File: config.mk
export PLATFORM = sky130hd
export DESIGN_NAME = bcd_counter_n_flat
export DESIGN_NICKNAME = d
export VERILOG_FILES = /design/src/rtl/bcd_counter_n_if.sv /design/src/rtl/bcd_counter_n.sv /design/src/flat_wrapper.sv
export SDC_FILE = /design/constraint.sdc
export NUM_CORES = 1
export LEC_CHECK = 0
export BUFFER_PORTS_ARGS = -buffer_cell sky130_fd_sc_hd__buf_2
export CAP_MARGIN = 20
export CORE_ASPECT_RATIO = 0.7
export CORE_MARGIN = 1
export CORE_UTILIZATION = 33
export CTS_BUF_LIST = sky130_fd_sc_hd__clkbuf_8
export DETAILED_ROUTE_END_ITERATION = 8
export PLACE_DENSITY_LB_ADDON = 0.3
export SKIP_CTS_REPAIR_TIMING = 1
export SYNTH_ARGS = -nofsm -noshare
export SYNTH_HDL_FRONTEND = slang
export SYNTH_SLANG_ARGS = --single-unit
export TNS_END_PERCENT = 20
File: constraint.sdc
create_clock -name clock -period 2.16 [get_ports clock]
set_input_delay 0.324 -clock clock [delete_from_list [all_inputs] [get_ports clock]]
set_output_delay 0.324 -clock clock [all_outputs]
set_load 0.02 [all_outputs]
File: src/rtl/bcd_counter_n_if.sv
// Control and status bundle for bcd_counter_n; the master drives the control
// strobes and load data, the slave (the counter) returns the count and flags.
interface bcd_counter_n_if #(
  parameter int DIGITS = 3
);
  logic                  clear;
  logic                  enable;
  logic                  up;
  logic                  load;
  logic [4*DIGITS-1:0]   load_value;
  logic [4*DIGITS-1:0]   bcd;
  logic                  tc;
  logic                  ovf;
  logic                  at_max;
  logic                  at_zero;

  modport master (
    output clear, enable, up, load, load_value,
    input  bcd, tc, ovf, at_max, at_zero
  );

  modport slave (
    input  clear, enable, up, load, load_value,
    output bcd, tc, ovf, at_max, at_zero
  );
endinterface

File: src/rtl/bcd_counter_n.sv
// N-digit up/down BCD counter with parallel load, terminal-count and sticky overflow.
// Define BCD_COUNTER_N_SATURATE_EN to saturate at the terminal value instead of wrapping.
module bcd_counter_n #(
  parameter int DIGITS   = 3,
  parameter bit TC_LEVEL = 1'b0
) (
  input  logic           clock,
  input  logic           resetn,
  bcd_counter_n_if.slave bus
);

  typedef logic [3:0] digit_t;
  localparam digit_t NINE = 4'd9;

  logic [DIGITS-1:0][3:0] count_q, count_d;
  logic [DIGITS-1:0][3:0] inc_val, dec_val, load_sat;
  logic                   tc_q, tc_d;
  logic                   ovf_q, ovf_d;
  logic                   all_nine, all_zero;
  logic                   carry, borrow;
  logic                   terminal;
  digit_t                 ld_digit;

  // Digit-wise ripple: a digit moves only while every lower digit rolled over.
  always_comb begin
    // NOTE: every variable gets a default first, so no path leaves one unassigned and no latch is inferred.
    all_nine = 1'b1;
    all_zero = 1'b1;
    carry    = 1'b1;
    borrow   = 1'b1;
    inc_val  = count_q;
    dec_val  = count_q;
    load_sat = '0;
    ld_digit = '0;
    for (int k = 0; k < DIGITS; k++) begin
      all_nine = all_nine & (count_q[k] == NINE);
      all_zero = all_zero & (count_q[k] == 4'd0);
      if (carry) begin
        if (count_q[k] == NINE) begin
          inc_val[k] = 4'd0;
        end else begin
          inc_val[k] = count_q[k] + 4'd1;
          carry      = 1'b0;
        end
      end
      if (borrow) begin
        if (count_q[k] == 4'd0) begin
          dec_val[k] = NINE;
        end else begin
          dec_val[k] = count_q[k] - 4'd1;
          borrow     = 1'b0;
        end
      end
      ld_digit    = bus.load_value[4*k +: 4];
      load_sat[k] = (ld_digit > NINE) ? NINE : ld_digit;
    end
  end

  always_comb begin
    count_d  = count_q;
    ovf_d    = ovf_q;
    tc_d     = 1'b0;
    terminal = 1'b0;
    if (bus.clear) begin
      count_d = '0;
      ovf_d   = 1'b0;
    end else if (bus.load) begin
      count_d = load_sat;
    end else if (bus.enable) begin
      terminal = bus.up ? all_nine : all_zero;
      if (terminal) begin
        ovf_d = 1'b1;
        tc_d  = ~TC_LEVEL;
      end
`ifdef BCD_COUNTER_N_SATURATE_EN
      if (!terminal) begin
        count_d = bus.up ? inc_val : dec_val;
      end
`else
      // Wrap falls out of the ripple: all-9 + 1 is all-0 and all-0 - 1 is all-9.
      count_d = bus.up ? inc_val : dec_val;
`endif
    end
  end

  always_ff @(posedge clock or negedge resetn) begin
    if (!resetn) begin
      count_q <= '0;
      tc_q    <= 1'b0;
      ovf_q   <= 1'b0;
    end else begin
      // NOTE: non-blocking assignments so every flop samples pre-edge values.
      count_q <= count_d;
      tc_q    <= tc_d;
      ovf_q   <= ovf_d;
    end
  end

  assign bus.bcd     = count_q;
  assign bus.ovf     = ovf_q;
  assign bus.at_max  = all_nine;
  assign bus.at_zero = all_zero;
  assign bus.tc      = TC_LEVEL ? (bus.up ? all_nine : all_zero) : tc_q;

endmodule
File: src/flat_wrapper.sv
// flat-port wrapper written by rule: the top's interface ports become plain ports
module bcd_counter_n_flat 
#(
  parameter int DIGITS   = 3,
  parameter bit TC_LEVEL = 1'b0
)
  (clock, resetn, bus_clear, bus_enable, bus_up, bus_load, bus_load_value, bus_bcd, bus_tc, bus_ovf, bus_at_max, bus_at_zero);
  bcd_counter_n_if #(.DIGITS(DIGITS)) bus_i ();
  input  logic clock;
  input  logic resetn;
  input wire logic [$bits(bus_i.clear)-1:0] bus_clear;
  input wire logic [$bits(bus_i.enable)-1:0] bus_enable;
  input wire logic [$bits(bus_i.up)-1:0] bus_up;
  input wire logic [$bits(bus_i.load)-1:0] bus_load;
  input wire logic [$bits(bus_i.load_value)-1:0] bus_load_value;
  output wire logic [$bits(bus_i.bcd)-1:0] bus_bcd;
  output wire logic [$bits(bus_i.tc)-1:0] bus_tc;
  output wire logic [$bits(bus_i.ovf)-1:0] bus_ovf;
  output wire logic [$bits(bus_i.at_max)-1:0] bus_at_max;
  output wire logic [$bits(bus_i.at_zero)-1:0] bus_at_zero;
  assign bus_i.clear = bus_clear;
  assign bus_i.enable = bus_enable;
  assign bus_i.up = bus_up;
  assign bus_i.load = bus_load;
  assign bus_i.load_value = bus_load_value;
  assign bus_bcd = bus_i.bcd;
  assign bus_tc = bus_i.tc;
  assign bus_ovf = bus_i.ovf;
  assign bus_at_max = bus_i.at_max;
  assign bus_at_zero = bus_i.at_zero;
  bcd_counter_n #(.DIGITS(DIGITS), .TC_LEVEL(TC_LEVEL)) u_core (.clock(clock), .resetn(resetn), .bus(bus_i));
endmodule
==> flow_summary_export.csv, run 1 <==
group,metric,value,unit
outcome,status,"finished, final reports clean",
floorplanning,fp-row-count,19,
place,dp.cells,264,
setup_path,rr_worst_depth,6,
logic_synthesis,synth_flop_cell,"dfrtp_1",
cells_and_area,utilization,0.450,
logic_synthesis,synth_nets,200,
worst_hold_path,worstHoldPathCells,3,
setup_path,r2r_start,"u_core.bus.bcd[1]",
power_and_ir_drop,leakage,0.837,nW
power_and_ir_drop,ir_worst_vdd,0.218,mV
setup_path,cp-start-kind,"flip-flop",
power_and_ir_drop,cellPowerDensity,568,nW/um^2
run,cap_violations,0,
logic_synthesis,avgSynthCellArea,8.32,sq um
cells_and_area,drive_above_1_share,0.300,
floorplanning,initial_core_util,0.354,
sta,max_slew_margin,0.734,
sta,finalClockSkew,0.00701,ns
setup_path,cp-end-kind,"output port",
floorplanning,die-area,4610,sq um
sta,hold_viol_final,0,
worst_hold_path,hold_path_class,"primary input to flip-flop",
detailed_routing,vias,1488,
logic_synthesis,ys_ff_latch,14,
logic_synthesis,synthCells,172,
logic_synthesis,syn_area,1430,sq um
sta,tns,0,ns
clock_network,insertion_delay,0.25,ns
global_route,grt_pass1_wl,6690,microns
clock_network,htree_num_levels,1,
sta,final.period_utilization,0.967,
setup_path,worstPathMaxFanout,5,
logic_synthesis,ys_async_sr_fraction,1.00,
place,dpl.hpwl,3310,microns
sta,fmax,0.479,GHz
global_route,track_usage,0.194,
place,place_area,1740,sq um
detailed_routing,wirelength,4280,microns
cells_and_area,finalNetCount,246,
place,pre_cts_slack,0.138,ns
setup_path,cp.required,1.84,ns
clock_network,clockRootBuffer,"clkbuf_8",
logic_synthesis,yosys_warnings,0,
detailed_routing,drt_iter0_drc,128,
detailed_routing,firstDrtPassIters,4,
detailed_routing,postRouteAntennaNets,0,
floorplanning,core,4040,sq um
setup_path,rrSetupSlack,0.13,ns
floorplanning,die_w,80.7,microns
clock_network,cts_num_sinks,14,
global_route,antenna_found_initial,0,
setup_path,crit_type,"flip-flop to output port",
floorplanning,die_h,57.1,microns
cells_and_area,antenna_cells,0,
clock_network,cts_buffers,3,
power_and_ir_drop,p_total,1.03,mW
clock_network,path_clk_slew,0.07,ns
sta,post-route-min-period,2.09,ns
sta,worstMarginPinSlew,0.399,ns
global_route,grt_start_max_net_pins,17,
place,io_buffers,33,
logic_synthesis,yosysSeqAreaShare,0.245,
floorplanning,pin_count,34,
clock_network,cts_tree,"yes",
sta,grt_setup_unrepaired,"false",
detailed_routing,wl_per_cell,15.9,microns
worst_hold_path,hp-start,"bus_load_value[0]",
setup_path,worstPathArrival,1.77,ns
sta,fin_ws,0.0710,ns
setup_path,r2r_end,"u_core.bus.bcd[8]",
logic_synthesis,synth_cell_types,52,
cells_and_area,fin_area,1820,sq um
clock_network,cts.path.max_buffers,2,
detailed_routing,drc,0,
place,place_congestion,0.867,
sta,final_max_slew_viol_count,0,
global_route,grt_pass1_vias,1234,
worst_hold_path,hold-path-endpoint,"u_core.bus.bcd[0]",
sta,worst_hold_slack,0.371,ns
cells_and_area,syn2layout_area_growth,27.1,%
detailed_routing,vias_per_cell,5.53,
setup_path,cp-startpoint,"u_core.bus.bcd[8]",
sta,setup_violations,0,
global_route,overflow,0,
logic_synthesis,synth_edf_count,0,
cells_and_area,stdcell_count,269,
sequential cells by signal, summed over array words and instances (netlist names):
register        flops
u_core.bus.bcd     12
u_core.bus.ovf      1
u_core.bus.tc       1
cell type report:
| class | count | area, sq um |
|---|---|---|
| Fill cell | 415 | 2220 |
| Multi-Input combinational cell | 137 | 1010 |
| Sequential cell | 14 | 350 |
| Timing Repair Buffer | 50 | 298 |
| Tap cell | 52 | 65.1 |
| Clock buffer | 4 | 55.1 |
| Inverter | 12 | 45.0 |
critical path: stages (launching register included):
cell and delay [ns]:
dfrtp_1 0.43, inv_1 0.08, ha_1 0.24, or3b_4 0.44
nor2_1 0.16, buf_4 0.17
worst max path at each step:
stage	endpoint	slack (ns)	cells past startpoint
3_5_place_dp	u_core.bus.bcd[8]	0.14	6
4_1_cts	bus_at_zero	0.04	5
5_1_grt	bus_at_zero	0.003	5
2_1_floorplan	u_core.bus.bcd[8]	0.009	6
6_report	bus_at_zero	0.07	5
3_3_place_gp	u_core.bus.bcd[9]	0.18	6
layer usage:
layer / up-vias / track usage / wire, microns
met3: 0 / 0.0448 / 297
met4: 0 / 0.0153 / 0
met1: 703 / 0.318 / 2180
met2: 47 / 0.260 / 1800
met5: - / 0 / 0
li1: 738 / - / -
power breakdown:
| group | internal, mW | total (mW) | switching, mW | leakage [nW] |
|---|---|---|---|---|
| clock | 0.162 | 0.267 | 0.105 | 0.0288 |
| combinational | 0.203 | 0.454 | 0.251 | 0.625 |
| sequential | 0.288 | 0.311 | 0.0237 | 0.183 |
| total | 0.653 | 1.03 | 0.380 | 0.837 |
cells by family (layout without fill, tap and decap cells):
logic type	count (synthesis)	count (layout)	synth area share
and+or+nand+nor	63	63	0.262
AOI/OAI and AO/OA	58	58	0.295
buffers and inverters	21	66	0.0612
DFF	14	14	0.245
adders and majority gates	10	10	0.0874
muxes	5	5	0.0437
xor gates and xnor gates	1	1	0.00612
synth_stat cells, types with 3 or more instances:
library cell / n / area share
inv_1: 10 / 0.026
a211oi_1: 5 / 0.026
nor2_1: 10 / 0.026
clkbuf_1: 7 / 0.018
a21oi_1: 11 / 0.038
ha_1: 10 / 0.087
a221oi_1: 4 / 0.024
nand2_1: 7 / 0.018
a31oi_1: 4 / 0.017
o211ai_1: 6 / 0.031
o21ai_0: 5 / 0.017
nor3_1: 4 / 0.014
nand3b_1: 4 / 0.021
nor2b_1: 11 / 0.048
nand3_1: 3 / 0.010
a211o_1: 4 / 0.024
dfrtp_1: 14 / 0.24
nand2b_1: 9 / 0.039
layout by cell type, fill, tap and decap left out, drive strengths merged, types with 5 or more instances in the layout:
| master | n |
|---|---|
| dfrtp | 14 |
| o211ai | 6 |
| o21ai | 5 |
| nand2 | 7 |
| nand2b | 9 |
| inv | 12 |
| a211oi | 5 |
| nor2b | 11 |
| nor2 | 10 |
| ha | 10 |
| a21oi | 11 |
| buf | 49 |
(Power assumes the default switching activity.)
==> run 2: changes to the inputs <==
Settings changed: SETUP_SLACK_MARGIN set to 0.2.
Clock period 2.16 ns to 2.2 ns, I/O delays scaled along.
==> run 2 against run 1 <==
The flow now finishes with violations (negative hold slack). Clock power fell by 16%. Setup slack improved by 0.11 ns. Non-clock buffer count is 2 lower. Cell count is 1.1% lower. Via count grew 1.7%. Critical path type is now flip-flop to flip-flop. Largest cell class unchanged. First-iteration DRC count decreased by 33%. Clock skew decreased by 0.0050 ns. Critical endpoint is now u_core.bus.bcd[9].
==> flow_summary_export.csv, run 2 (synthesized netlist as in run 1, its figures left out) <==
group,metric,value,unit
setup_path,path_buf_inv,1,
sta,post-route-min-period,2.02,ns
global_route,grt_pass1_vias,1347,
detailed_routing,drc,0,
detailed_routing,wirelength,4360,microns
setup_path,cp-end-kind,"flip-flop",
global_route,overflow,0,
cells_and_area,largest_reg_flops,12,
detailed_routing,wl_per_cell,16.4,microns
global_route,track_usage,0.196,
cells_and_area,utilization,0.456,
setup_path,cp-start-kind,"flip-flop",
sta,final_max_slew_viol_count,0,
setup_path,path_delay_family,"simple AND/OR/NAND/NOR gates",
cells_and_area,drive_above_1_share,0.360,
cells_and_area,antenna_cells,0,
place,place_congestion,0.846,
setup_path,rr_worst_depth,6,
setup_path,crit_path_top_delay_cell,"or4b_4",
power_and_ir_drop,seq_power_share,0.332,
floorplanning,initial_core_util,0.354,
setup_path,worstPathMaxFanout,5,
detailed_routing,vias,1513,
clock_network,cts_num_sinks,14,
power_and_ir_drop,leakage,0.816,nW
detailed_routing,postRouteAntennaNets,0,
sta,fmax,0.496,GHz
sta,final.period_utilization,0.917,
setup_path,r2r_end,"u_core.bus.bcd[9]",
floorplanning,pin_count,34,
place,io_buffers,33,
clock_network,clockRootBuffer,"clkbuf_8",
setup_path,r2r_start,"u_core.bus.bcd[1]",
clock_network,path_clk_slew,0.06,ns
power_and_ir_drop,pwr-share-comb,0.441,
sta,worst_hold_slack,-0.0164,ns
floorplanning,die-area,4610,sq um
setup_path,rrSetupSlack,0.18,ns
power_and_ir_drop,pwr-share-clk,0.227,
place,dpl.hpwl,3270,microns
power_and_ir_drop,cellPowerDensity,536,nW/um^2
power_and_ir_drop,ir_worst_vdd,0.219,mV
sta,setup_violations,0,
clock_network,htree_num_levels,1,
outcome,status,"complete, but fails checks",
sta,hold_viol_final,14,
sta,max_slew_margin,0.734,
setup_path,crit_type,"flip-flop to flip-flop",
run,cap_violations,0,
global_route,grt_start_max_net_pins,17,
cells_and_area,final_cell_mix,"buf_2, buf_4, a21oi_1, nor2b_1",
power_and_ir_drop,p_sw,0.382,mW
sta,finalClockSkew,0.00203,ns
sta,grt_setup_unrepaired,"true",
sta,worstMarginPinSlew,0.398,ns
power_and_ir_drop,sw_frac_of_total,0.386,
floorplanning,die_w,80.7,microns
setup_path,worstPathArrival,2.15,ns
floorplanning,core,4040,sq um
setup_path,cp.required,2.34,ns
cells_and_area,syn2layout_area_growth,28.8,%
cells_and_area,layout_commonest_cell,"buf_2",
global_route,antenna_found_initial,0,
worst_hold_path,hold_path_class,"primary input to asynchronous set/reset pin",
floorplanning,die_h,57.1,microns
clock_network,cts.path.max_buffers,2,
power_and_ir_drop,p_int,0.607,mW
sta,tns,0,ns
clock_network,insertion_delay,0.25,ns
cells_and_area,finalNetCount,244,
floorplanning,fp-row-count,19,
setup_path,path_cells,"inv_2, ha_4, or4b_4, o22a_1, o21a_4, mux2_4",
clock_network,cts_tree,"yes",
detailed_routing,firstDrtPassIters,4,
detailed_routing,drt_iter0_drc,86,
place,pre_cts_slack,0.147,ns
cells_and_area,fillers,423,
global_route,grt_pass1_wl,6860,microns
outcome,violations,"negative hold slack",
detailed_routing,vias_per_cell,5.69,
setup_path,max_stage_delay,0.48,ns
sta,fin_ws,0.183,ns
clock_network,cts_buffers,3,
run 2: changes by cell type in the layout (fill, tap and decap cells not counted), moves of 2 or more:
cell / change
inv_2: +2
dfrtp_2: +5
ha_1: -3
ha_4: +2
dfrtp_1: -5
inv_1: -3
run 2: area by class of cell:
class                           count  area [sq um]  area share
Clock buffer                        3          41.3      0.0224
Inverter                           12          47.5      0.0258
Multi-Input combinational cell    137          1050       0.570
Sequential cell                    14           357       0.193
Tap cell                           52          65.1      0.0353
Timing Repair Buffer               48           283       0.153
run 2: stage by stage:
step           total power, mW  cell area, sq um  instances
2_1_floorplan            0.602              1470        172
3_3_place_gp             0.732              1710        255
3_5_place_dp             0.733              1710        255
4_1_cts                  0.958              1750        258
5_1_grt                   1.05              1840        266
6_report                 0.989              1840        266
run 2: worst max path at each step:
| stage | startpoint | end | cells past startpoint |
|---|---|---|---|
| 2_1_floorplan | u_core.bus.bcd[1] | u_core.bus.bcd[8] | 6 |
| 3_3_place_gp | u_core.bus.bcd[0] | u_core.bus.bcd[8] | 6 |
| 3_5_place_dp | u_core.bus.bcd[0] | u_core.bus.bcd[9] | 6 |
| 4_1_cts | u_core.bus.bcd[0] | bus_at_zero | 6 |
| 5_1_grt | u_core.bus.bcd[1] | u_core.bus.bcd[9] | 6 |
| 6_report | u_core.bus.bcd[1] | u_core.bus.bcd[9] | 6 |
run 2: metal layers:
layer / wire length, microns / GRT usage / part of all wire / vias to the layer above
li1: - / - / - / 730
met1: 2170 / 0.310 / 0.50 / 714
met2: 1780 / 0.259 / 0.41 / 67
met3: 399 / 0.0544 / 0.092 / 2
met4: 10 / 0.0357 / 0.0023 / 0
met5: 0 / 0 / 0 / -
run 2: power by group through the flow:
stage               logic, mW  clock network (mW)  registers [mW]
floorplan               0.250                   0           0.352
global placement        0.400                   0           0.332
detailed placement      0.401                   0           0.332
CTS                     0.403               0.227           0.328
global route            0.474               0.238           0.333
finish                  0.436               0.224           0.328
==> run 3: changes to the inputs <==
Settings changed: HOLD_SLACK_MARGIN set to 0.08, SETUP_SLACK_MARGIN 0.2 to 0.5, SLEW_MARGIN set to 25.
==> run 3 against run 2 <==
The run now ends clean. Combinational power hardly changed. Cell count grew 0.38%. Sequential cell count unchanged. Die area stayed put. Power increased by 0.20%. Utilization rose by 0.25 points. Routed wire length down 0.18%. Sequential power about the same. Via count is 1.2% higher. Register-to-register slack hardly changed. First-iteration DRC count is 17% higher. Global-route usage stayed put. Critical endpoint unchanged. Highest routed layer unchanged.
==> flow_summary_export.csv, run 3 (synthesized netlist as in run 1, its figures left out) <==
group,metric,value,unit
outcome,status,"finished, final reports clean",
floorplanning,fp-row-count,19,
clock_network,clockRootBuffer,"clkbuf_8",
power_and_ir_drop,ir_worst_vdd,0.219,mV
sta,final.period_utilization,0.916,
clock_network,cts_num_sinks,14,
place,place_congestion,0.846,
floorplanning,pin_count,34,
clock_network,insertion_delay,0.25,ns
setup_path,crit_type,"flip-flop to flip-flop",
setup_path,rr_worst_depth,6,
global_route,grt_start_max_net_pins,17,
worst_hold_path,worstHoldPathCells,3,
detailed_routing,drc,0,
setup_path,r2r_start,"u_core.bus.bcd[1]",
detailed_routing,wl_per_cell,16.3,microns
cells_and_area,layout_commonest_cell,"buf_2",
clock_network,cts.path.max_buffers,2,
detailed_routing,vias_per_cell,5.73,
sta,grt_setup_unrepaired,"true",
sta,hold_viol_final,0,
floorplanning,die_h,57.1,microns
global_route,antenna_found_initial,0,
sta,finalClockSkew,0.00163,ns
cells_and_area,syn2layout_area_growth,29.5,%
global_route,track_usage,0.196,
setup_path,cp-start-kind,"flip-flop",
clock_network,path_clk_slew,0.06,ns
place,io_buffers,33,
floorplanning,core,4040,sq um
global_route,grt_pass1_wl,6860,microns
sta,setup_violations,0,
power_and_ir_drop,p_total,0.991,mW
cells_and_area,drive_above_1_share,0.358,
sta,final_max_slew_viol_count,0,
detailed_routing,postRouteAntennaNets,0,
detailed_routing,vias,1531,
worst_hold_path,hp-start,"bus_load_value[0]",
detailed_routing,drt_iter0_drc,101,
power_and_ir_drop,leakage,0.820,nW
run,cap_violations,0,
sta,tns,0,ns
setup_path,worstPathArrival,2.15,ns
setup_path,cp.required,2.34,ns
cells_and_area,fillers,422,
cells_and_area,antenna_cells,0,
sta,fmax,0.496,GHz
worst_hold_path,hold-path-endpoint,"u_core.bus.bcd[0]",
sta,worstMarginPinSlew,0.405,ns
worst_hold_path,hold_path_class,"primary input to flip-flop",
detailed_routing,firstDrtPassIters,5,
sta,post-route-min-period,2.02,ns
cells_and_area,largest_reg_flops,12,
setup_path,worstPathMaxFanout,5,
sta,worst_hold_slack,0.377,ns
setup_path,r2r_end,"u_core.bus.bcd[9]",
cells_and_area,finalNetCount,245,
global_route,overflow,0,
clock_network,cts_buffers,3,
global_route,grt_pass1_vias,1347,
power_and_ir_drop,cellPowerDensity,534,nW/um^2
setup_path,cp-end-kind,"flip-flop",
clock_network,htree_num_levels,1,
place,dpl.hpwl,3270,microns
floorplanning,die-area,4610,sq um
setup_path,rrSetupSlack,0.18,ns
floorplanning,die_w,80.7,microns
floorplanning,initial_core_util,0.354,
sta,max_slew_margin,0.729,
clock_network,cts_tree,"yes",
cells_and_area,final_cell_mix,"buf_2, buf_4, a21oi_1, nor2b_1",
detailed_routing,wirelength,4350,microns
[run 3: worst max-delay path by stage]
stage	start	end	slack (ns)
6_report	u_core.bus.bcd[1]	u_core.bus.bcd[9]	0.18
5_1_grt	u_core.bus.bcd[1]	u_core.bus.bcd[9]	0.12
4_1_cts	u_core.bus.bcd[0]	bus_at_zero	0.008
3_5_place_dp	u_core.bus.bcd[0]	u_core.bus.bcd[9]	0.15
3_3_place_gp	u_core.bus.bcd[0]	u_core.bus.bcd[8]	0.18
2_1_floorplan	u_core.bus.bcd[1]	u_core.bus.bcd[8]	0.19
[run 3: layout make-up]
cell class                 instances  area (sq um)  share of cell area
multi-input combinational        137          1050               0.567
sequential                        14           357               0.192
clock buffer                       3          41.3              0.0223
timing repair buffer              49           293               0.158
inverter                          12          47.5              0.0256
tap                               52          65.1              0.0351
[run 3: per-stage QoR]
| stage | util | area [sq um] | std cells | setup slack, ns |
|---|---|---|---|---|
| floorplan | - | 1470 | 172 | 0.190 |
| global placement | 0.422 | 1710 | 255 | 0.183 |
| detailed placement | 0.422 | 1710 | 255 | 0.147 |
| CTS | 0.433 | 1750 | 258 | 0.00794 |
| global route | 0.459 | 1850 | 267 | 0.120 |
| finish | 0.459 | 1850 | 267 | 0.184 |
[run 3: metal layers]
| metal | part of all wire | vias up | global-route usage | wire [microns] |
|---|---|---|---|---|
| met5 | 0 | - | 0 | 0 |
| met4 | 0.0057 | 0 | 0.0357 | 25 |
| met3 | 0.080 | 4 | 0.0544 | 349 |
| met2 | 0.41 | 70 | 0.259 | 1770 |
| met1 | 0.51 | 726 | 0.310 | 2210 |
| li1 | - | 731 | - | - |
[run 3: where the power goes]
group          leakage (nW)  internal [mW]  switching, mW
clock network        0.0216          0.122          0.104
registers             0.177          0.284         0.0435
logic                 0.622          0.202          0.235
total                 0.820          0.608          0.383
[run 3: worst max-delay path, stage by stage, from the launching register on]
cell and delay, ns:
dfrtp_2 0.43, inv_2 0.09, ha_4 0.14, or4b_4 0.48
o22a_1 0.23, o21a_4 0.23, mux2_4 0.29
